## config.mk

```make
export PLATFORM = sky130hd
export DESIGN_NAME = peri
export DESIGN_NICKNAME = d
export VERILOG_FILES = /design/src/rtl/peri.sv
export SDC_FILE = /design/constraint.sdc
export NUM_CORES = 1
export LEC_CHECK = 0
export BUFFER_PORTS_ARGS = -buffer_cell sky130_fd_sc_hd__buf_4
export CAP_MARGIN = 10
export CORE_MARGIN = 5
export CORE_UTILIZATION = 45
export DETAILED_ROUTE_END_ITERATION = 10
export HOLD_SLACK_MARGIN = 0.08
export PLACE_DENSITY = 0.6
export SLEW_MARGIN = 20
export SYNTH_ARGS = -nofsm -noshare
export SYNTH_HDL_FRONTEND = slang
export SYNTH_SLANG_ARGS = --single-unit
```

## constraint.sdc

```tcl
create_clock -name clk -period 9.07 [get_ports clk]
set_clock_uncertainty 0.05 [all_clocks]
set_input_delay 2.2675 -clock clk [delete_from_list [all_inputs] [get_ports clk]]
set_output_delay 2.2675 -clock clk [all_outputs]
set_load 0.005 [all_outputs]
```

## src/rtl/peri.sv

```systemverilog
// Timer peripheral: scratch registers, a 64-bit mtime counter with compare
// and interrupt, and a single-cycle acknowledged register bus.
module peri (
    input  logic        clk,
    input  logic        cpurst,
    input  logic        regw,
    input  logic        regr,
    input  logic [31:0] adr,
    input  logic [31:0] wdata,
    output logic        ack,
    output logic [31:0] rdat,
    output logic        timer_irq
);

    localparam logic [31:0] ID_VAL = 32'h5045_5249;

    localparam logic [5:0] A_SCR0   = 6'h00;
    localparam logic [5:0] A_SCR1   = 6'h01;
    localparam logic [5:0] A_MTLO   = 6'h02;
    localparam logic [5:0] A_MTHI   = 6'h03;
    localparam logic [5:0] A_CMPLO  = 6'h04;
    localparam logic [5:0] A_CMPHI  = 6'h05;
    localparam logic [5:0] A_CTRL   = 6'h06;
    localparam logic [5:0] A_STATUS = 6'h07;
    localparam logic [5:0] A_ID     = 6'h08;

    logic [31:0] scratch0;
    logic [31:0] scratch1;
    logic [63:0] mtime;
    logic [63:0] mtimecmp;
    logic [1:0]  ctrl;
    logic        pend;
    logic [5:0]  idx;
    logic        wr_en;
    logic        rd_en;
    logic [31:0] rd_mux;
    logic        unused_adr;

    assign idx        = adr[7:2];
    assign unused_adr = ^{adr[31:8], adr[1:0]};

    // A simultaneous read and write performs the write only.
    assign wr_en = regw;
    assign rd_en = regr & ~regw;

    assign pend      = (mtime >= mtimecmp);
    assign timer_irq = pend & ctrl[1];

    always_comb begin
        rd_mux = 32'h0;
        case (idx)
            A_SCR0:   rd_mux = scratch0;
            A_SCR1:   rd_mux = scratch1;
            A_MTLO:   rd_mux = mtime[31:0];
            A_MTHI:   rd_mux = mtime[63:32];
            A_CMPLO:  rd_mux = mtimecmp[31:0];
            A_CMPHI:  rd_mux = mtimecmp[63:32];
            A_CTRL:   rd_mux = {30'h0, ctrl};
            A_STATUS: rd_mux = {31'h0, pend};
            A_ID:     rd_mux = ID_VAL;
            default:  rd_mux = 32'h0;
        endcase
    end

    always_ff @(posedge clk or posedge cpurst) begin
        if (cpurst) begin
            ack  <= 1'b0;
            rdat <= 32'h0;
        end else begin
            ack  <= regr | regw;
            rdat <= rd_en ? rd_mux : 32'h0;
        end
    end

    always_ff @(posedge clk or posedge cpurst) begin
        if (cpurst) begin
            scratch0 <= 32'h0;
            scratch1 <= 32'h0;
            mtimecmp <= 64'hFFFF_FFFF_FFFF_FFFF;
            ctrl     <= 2'b00;
        end else if (wr_en) begin
            case (idx)
                A_SCR0:  scratch0        <= wdata;
                A_SCR1:  scratch1        <= wdata;
                A_CMPLO: mtimecmp[31:0]  <= wdata;
                A_CMPHI: mtimecmp[63:32] <= wdata;
                A_CTRL:  ctrl            <= wdata[1:0];
                default: ;
            endcase
        end
    end

    // A write to either half wins over the increment; no carry that cycle.
    always_ff @(posedge clk or posedge cpurst) begin
        if (cpurst) begin
            mtime <= 64'h0;
        end else if (wr_en && idx == A_MTLO) begin
            mtime <= {mtime[63:32], wdata};
        end else if (wr_en && idx == A_MTHI) begin
            mtime <= {wdata, mtime[31:0]};
        end else if (ctrl[0]) begin
            mtime <= mtime + 64'd1;
        end
    end

endmodule

```

Yosys cells after proc, flatten, opt, wreduce, memory -nomap -nowiden
Cells that the tools add are included.
{"block": "word_totals", "wordCells": 42, "ff_bits": 227}
{"block": "op_classes", "muxes": 5, "bitwise_logic": 5, "n_eq_ne": 9, "magnitude_cmp": 1, "n_reduce_logical": 12, "n_addsub": 1}
{"operator": "$pmux W32 S9", "count": 1}
{"operator": "$mux W64", "count": 2}
{"operator": "$add A64 B1 Y64 const B", "count": 1}
{"operator": "$ge A64 B64 Y1", "count": 1}
{"operator": "$mux W32", "count": 2}
{"operator": "$eq A6 B3 Y1 const B", "count": 4}
{"operator": "$reduce_and A2 Y1", "count": 7}
{"operator": "$eq A6 B2 Y1 const B", "count": 2}
{"operator": "$eq A6 B1 Y1 const B", "count": 1}
{"operator": "$eq A6 B4 Y1 const B", "count": 1}
{"operator": "$logic_not A6 Y1", "count": 1}
{"operator": "$reduce_bool A2 Y1", "count": 2}
{"operator": "$and A1 B1 Y1", "count": 2}
{"operator": "$logic_and A1 B1 Y1", "count": 2}
{"operator": "$ne A2 B2 Y1 const B", "count": 1}
{"operator": "$not A1 Y1", "count": 2}
{"operator": "$or A1 B1 Y1", "count": 1}

Logic depth before layout (Yosys ltp)
{"block": "depth", "word_depth": 4, "ltp_mapped": 9, "depth_no_buf": 8}

Worst setup path after synthesis
No wires, ideal clock.
{"block": "synth_timing", "path_type": "reg-to-output", "from": "register mtimecmp[46]", "to": "output timer_irq", "setup_slack_ns": 4.440, "n_path_buf": 0, "arrival_time_ns": 2.312, "stages_incl_launch_ff": 9, "path_cell_list": "dfstp_2 > inv_1 > ha_1 > nand4_1 > or2_2 > or3_1 > nor4_1 > nor2_1 > a211oi_1"}
{"block": "synth_between", "elab_chain_cells": 2}
{"item": "from (decl)", "line_no": "30", "rtl": "logic [63:0] mtimecmp;"}
{"item": "from (signal assigned)", "line_no": "86", "rtl": "A_CMPHI: mtimecmp[63:32] <= wdata;"}
{"item": "$ge A64 B64 Y1", "line_no": "46", "rtl": "assign pend = (mtime >= mtimecmp);"}
{"item": "$and A1 B1 Y1", "line_no": "47", "rtl": "assign timer_irq = pend & ctrl[1];"}
{"item": "to (decl)", "line_no": "12", "rtl": "output logic timer_irq"}
Every way passes these cells.

Final worst setup path
{"block": "layout_timing", "from": "register mtime[47]", "to": "output timer_irq"}
{"block": "layout_between", "elab_chain_cells": 2}
{"item": "from (decl)", "line_no": "29", "rtl": "logic [63:0] mtime;"}
{"item": "from (signal assigned)", "line_no": "98", "rtl": "mtime <= {mtime[63:32], wdata};"}
{"item": "from (signal assigned)", "line_no": "100", "rtl": "mtime <= {wdata, mtime[31:0]};"}
{"item": "from (signal assigned)", "line_no": "102", "rtl": "mtime <= mtime + 64'd1;"}
{"item": "$ge A64 B64 Y1", "line_no": "46"}
{"item": "$and A1 B1 Y1", "line_no": "47"}
Every way passes these cells.

==> run_results.csv <==
group,metric,value,unit
outcome,outcome,"complete, no violations",
critical_path,path_buf_inv,1,
synthesis,synth_nets,1341,
synthesis,synthTopCellsByArea,"dfrtp_1, dfstp_2, mux2_2",
critical_path,r2r-end,"mtime[62]$_DFFE_PP0P_",
synthesis,ys.flop_type,"dfrtp_1",
floorplan,die_area,31100,um^2
clocking,cts-root-buf,"clkbuf_16",
critical_path,slowest_delay,0.51,ns
timing,setup_violations,0,
critical_path,path_delay_family,"simple AND/OR/NAND/NOR gates",
critical_path,worstPathCellList,"ha_1 > nand4_1 > or2_2 > or3_1 > nor4_1 > nor2_1 > a211oi_1 > buf_4",
detailed_routing,dr.first_iter.drc_count,751,
timing,fin_tns_setup,0,ns
clocking,h-tree-depth,1,
critical_path,timing.rr.start,"mtime[15]$_DFFE_PP0P_",
place,portBuffers,75,
clocking,numCtsBuffers,26,
final_layout,final_cells,1659,
final_layout,drive_gt1_share,27.2,%
timing,hold_slack,0.453,ns
final_layout,layout.nets,1394,
detailed_routing,via_count,9978,
timing,min_period_over_period,64.8,%
job,cap_viol_max_count,0,
detailed_routing,via_per_inst,6.01,
floorplan,num_rows,61,
final_layout,final_cell_area,14300,um^2
grt,grt_max_degree,97,
power,swShare,28.4,%
grt,grt_pass1_vias,9852,
detailed_routing,firstDrtPassIters,7,
detailed_routing,drc_errors,0,
min_path,hp-start,"scratch0[30]$_DFFE_PP0P_",
timing,tightest_slew,0.993,ns
place,dpl-instance-area,13400,um^2
grt,grt_pass1_wl,57.2,mm
timing,finalMaxSlewViolations,0,
power,total_leakage_power,5.99,nW
final_layout,area_delta_synth_final,15.2,%
place,dp_hpwl,24.1,mm
critical_path,ff2ff_setup_slack,5.29,ns
power,power_frac_seq,44.7,%
timing,fmax,0.170,GHz
power,powerDensity,204,nW/um^2
floorplan,coreArea,27600,um^2
critical_path,critPathKind,"reg -> out",
power,max-vdd-ir-drop,0.110,mV
min_path,whs_path_depth,1,
detailed_routing,totalWireLength,36.4,mm
detailed_routing,ant_nets,0,
grt,grt-ovfl-total,0,
place,placed_cells,1611,
grt,antenna_found_initial,0,
detailed_routing,wl_per_cell,22.0,um
synthesis,synth_edf_count,0,
critical_path,cp.required,6.75,ns
min_path,hold_path.class,"reg -> reg",
final_layout,diodes,0,
floorplan,start_util,45.2,%
clocking,cts_tree,"yes",
synthesis,syn_inst,1208,
synthesis,async_flop_share,100,%
clocking,ctsResizeCount,0,
synthesis,synth.largest_area_cell,"dfrtp_1",
critical_path,cp_slowest_cell,"dfrtp_1",
critical_path,arrival,3.56,ns
clocking,clock-sinks,227,
timing,slew_headroom,33.7,%
clocking,cts_setup_buffers,0,
min_path,hold_end,"scratch0[30]$_DFFE_PP0P_",
power,p_comb_share,16.9,%
power,total_power,2.92,mW
critical_path,critPathMaxFanout,8,
power,power.switching,830,uW
synthesis,syn-cell-area,12500,um^2
clocking,clk_latency,0.54,ns
timing,finalWorstSetupSlack,3.19,ns
critical_path,worst-r2r-cell-count,6,
final_layout,final_util,52.1,%
timing,final-hold-violation-count,0,
synthesis,ys_types,59,
clocking,cts.clk_slew.worst_paths,0.06,ns
clocking,ctsHoldBuffers,0,
place,dp_slack,3.30,ns
grt,grt_usage,23.3,%
synthesis,synth.top_cell.area_share,32.7,%
critical_path,worst_setup_path_end_kind,"primary output",
floorplan,fp.dieW,176,um
critical_path,cp-start-kind,"flop",
timing,rsz0062_at_grt,"false",
power,clockPowerShare,38.4,%
timing,layout_min_cycle_time,5.88,ns
floorplan,io_pins,102,
power,p_int,2.09,mW
clocking,ctsLongestPathBuffers,3,
synthesis,ys_seq_area_share,46.2,%
synthesis,synth_seq_cells,227,
synthesis,avgSynthCellArea,10.3,um^2
place,gp_congestion,0.868,
floorplan,chipHeight,176,um
synthesis,yosys_warnings,0,
[cell usage after synthesis, types with 3 or more instances]
| master | n |
|---|---|
| a21oi_1 | 64 |
| buf_2 | 5 |
| or4_1 | 4 |
| a221oi_1 | 5 |
| xnor2_1 | 32 |
| a22oi_1 | 64 |
| nor4_1 | 24 |
| mux2i_1 | 15 |
| nor4b_1 | 5 |
| o21ai_0 | 56 |
| dfstp_2 | 64 |
| mux2_2 | 129 |
| nor2_1 | 46 |
| a211oi_1 | 6 |
| nor3_1 | 25 |
| and3_1 | 12 |
| clkbuf_1 | 46 |
| a31oi_1 | 27 |
| nand3_1 | 28 |
| a222oi_1 | 11 |
| a21o_1 | 5 |
| o311ai_0 | 5 |
| o31a_1 | 3 |
| buf_1 | 16 |
| or3_1 | 6 |
| nand4_1 | 32 |
| or2_2 | 3 |
| ha_1 | 65 |
| nand2_1 | 100 |
| nor3b_1 | 4 |
| dfrtp_1 | 163 |
| a221o_1 | 3 |
| and4_1 | 11 |
| o211ai_1 | 5 |
| o22ai_1 | 4 |
| inv_1 | 77 |
| or4b_2 | 3 |
| and2_1 | 8 |
[layout by cell type (no fill, tap or decap), types with 6 or more instances in the layout]
cell type,n
dfrtp_1,163
mux2_2,129
nand2_1,100
buf_4,92
inv_1,76
ha_1,65
a21oi_1,64
a22oi_1,64
dfstp_2,64
o21ai_0,56
nor2_1,45
nand4_1,32
xnor2_1,32
nand3_1,28
a31oi_1,27
clkbuf_16,27
nor4_1,24
nor3_1,22
mux2i_1,15
and3_1,11
and4_1,11
a222oi_1,11
clkbuf_8,9
and2_1,7
a211oi_1,6
or3_1,6
[kinds of logic after synthesis]
logic type	synth area share, %
compound gates	14.1
xor+xnor	2.39
fa+ha+maj	6.53
buf+inv	4.39
flops	46.2
mux	12.9
simple gates	13.5
[worst reg2reg max path: stages (launching register included)]
cell and delay, ns:
dfrtp_1 0.57, nand4_2 0.21, nor4_1 0.65, nand4_1 0.79, or3_1 0.73, or4_1 0.54, a31oi_1 0.17
[cell type report]
type | instances | area (um^2)
clock buffers | 41 | 818
clock inverters | 7 | 113
fillers | 2520 | 13200
inverters | 77 | 297
multi-input cells | 837 | 6190
flip-flops and latches | 227 | 5760
well taps | 378 | 473
repair buffers | 92 | 691
[sequential cells by signal, summed over array words and instances, names as in the netlist]
name,cells
mtimecmp,64
scratch0,32
rdat,32
ack,1
scratch1,32
mtime,64
ctrl,2
[how the worst max path moves through the flow]
stage | startpoint | end | slack (ns) | cells after the start
3_3_place_gp | adr[3] | mtime[25]$_DFFE_PP0P_ | 3.38 | 8
3_5_place_dp | adr[3] | mtime[28]$_DFFE_PP0P_ | 3.30 | 8
4_1_cts | mtimecmp[14]$_DFFE_PP1P_ | timer_irq | 3.20 | 9
5_1_grt | mtime[15]$_DFFE_PP0P_ | timer_irq | 2.99 | 8
2_1_floorplan | cpurst | ack$_DFF_PP0_ | 0.64 | 1
6_report | mtime[47]$_DFFE_PP0P_ | timer_irq | 3.19 | 8
[metal layers]
metal  vias to the layer above  global-route usage, %  part of all wire, %
li1                       4579                      -                    -
met1                      5031                   34.0                   46
met2                       323                   36.9                   46
met3                        45                   4.03                  6.9
met4                         0                   4.45                  1.7
met5                         -                      0                    0
[power groups by stage]
stage | Clock [mW] | Sequential [mW] | Combinational [mW]
5_1_grt | 1.18 | 1.32 | 0.563
4_1_cts | 1.15 | 1.30 | 0.496
2_1_floorplan | 0 | 1.27 | 0.352
3_5_place_dp | 0 | 1.32 | 0.493
6_report | 1.12 | 1.31 | 0.495
3_3_place_gp | 0 | 1.31 | 0.480
No activity file was read; power rests on OpenSTA's default activity.
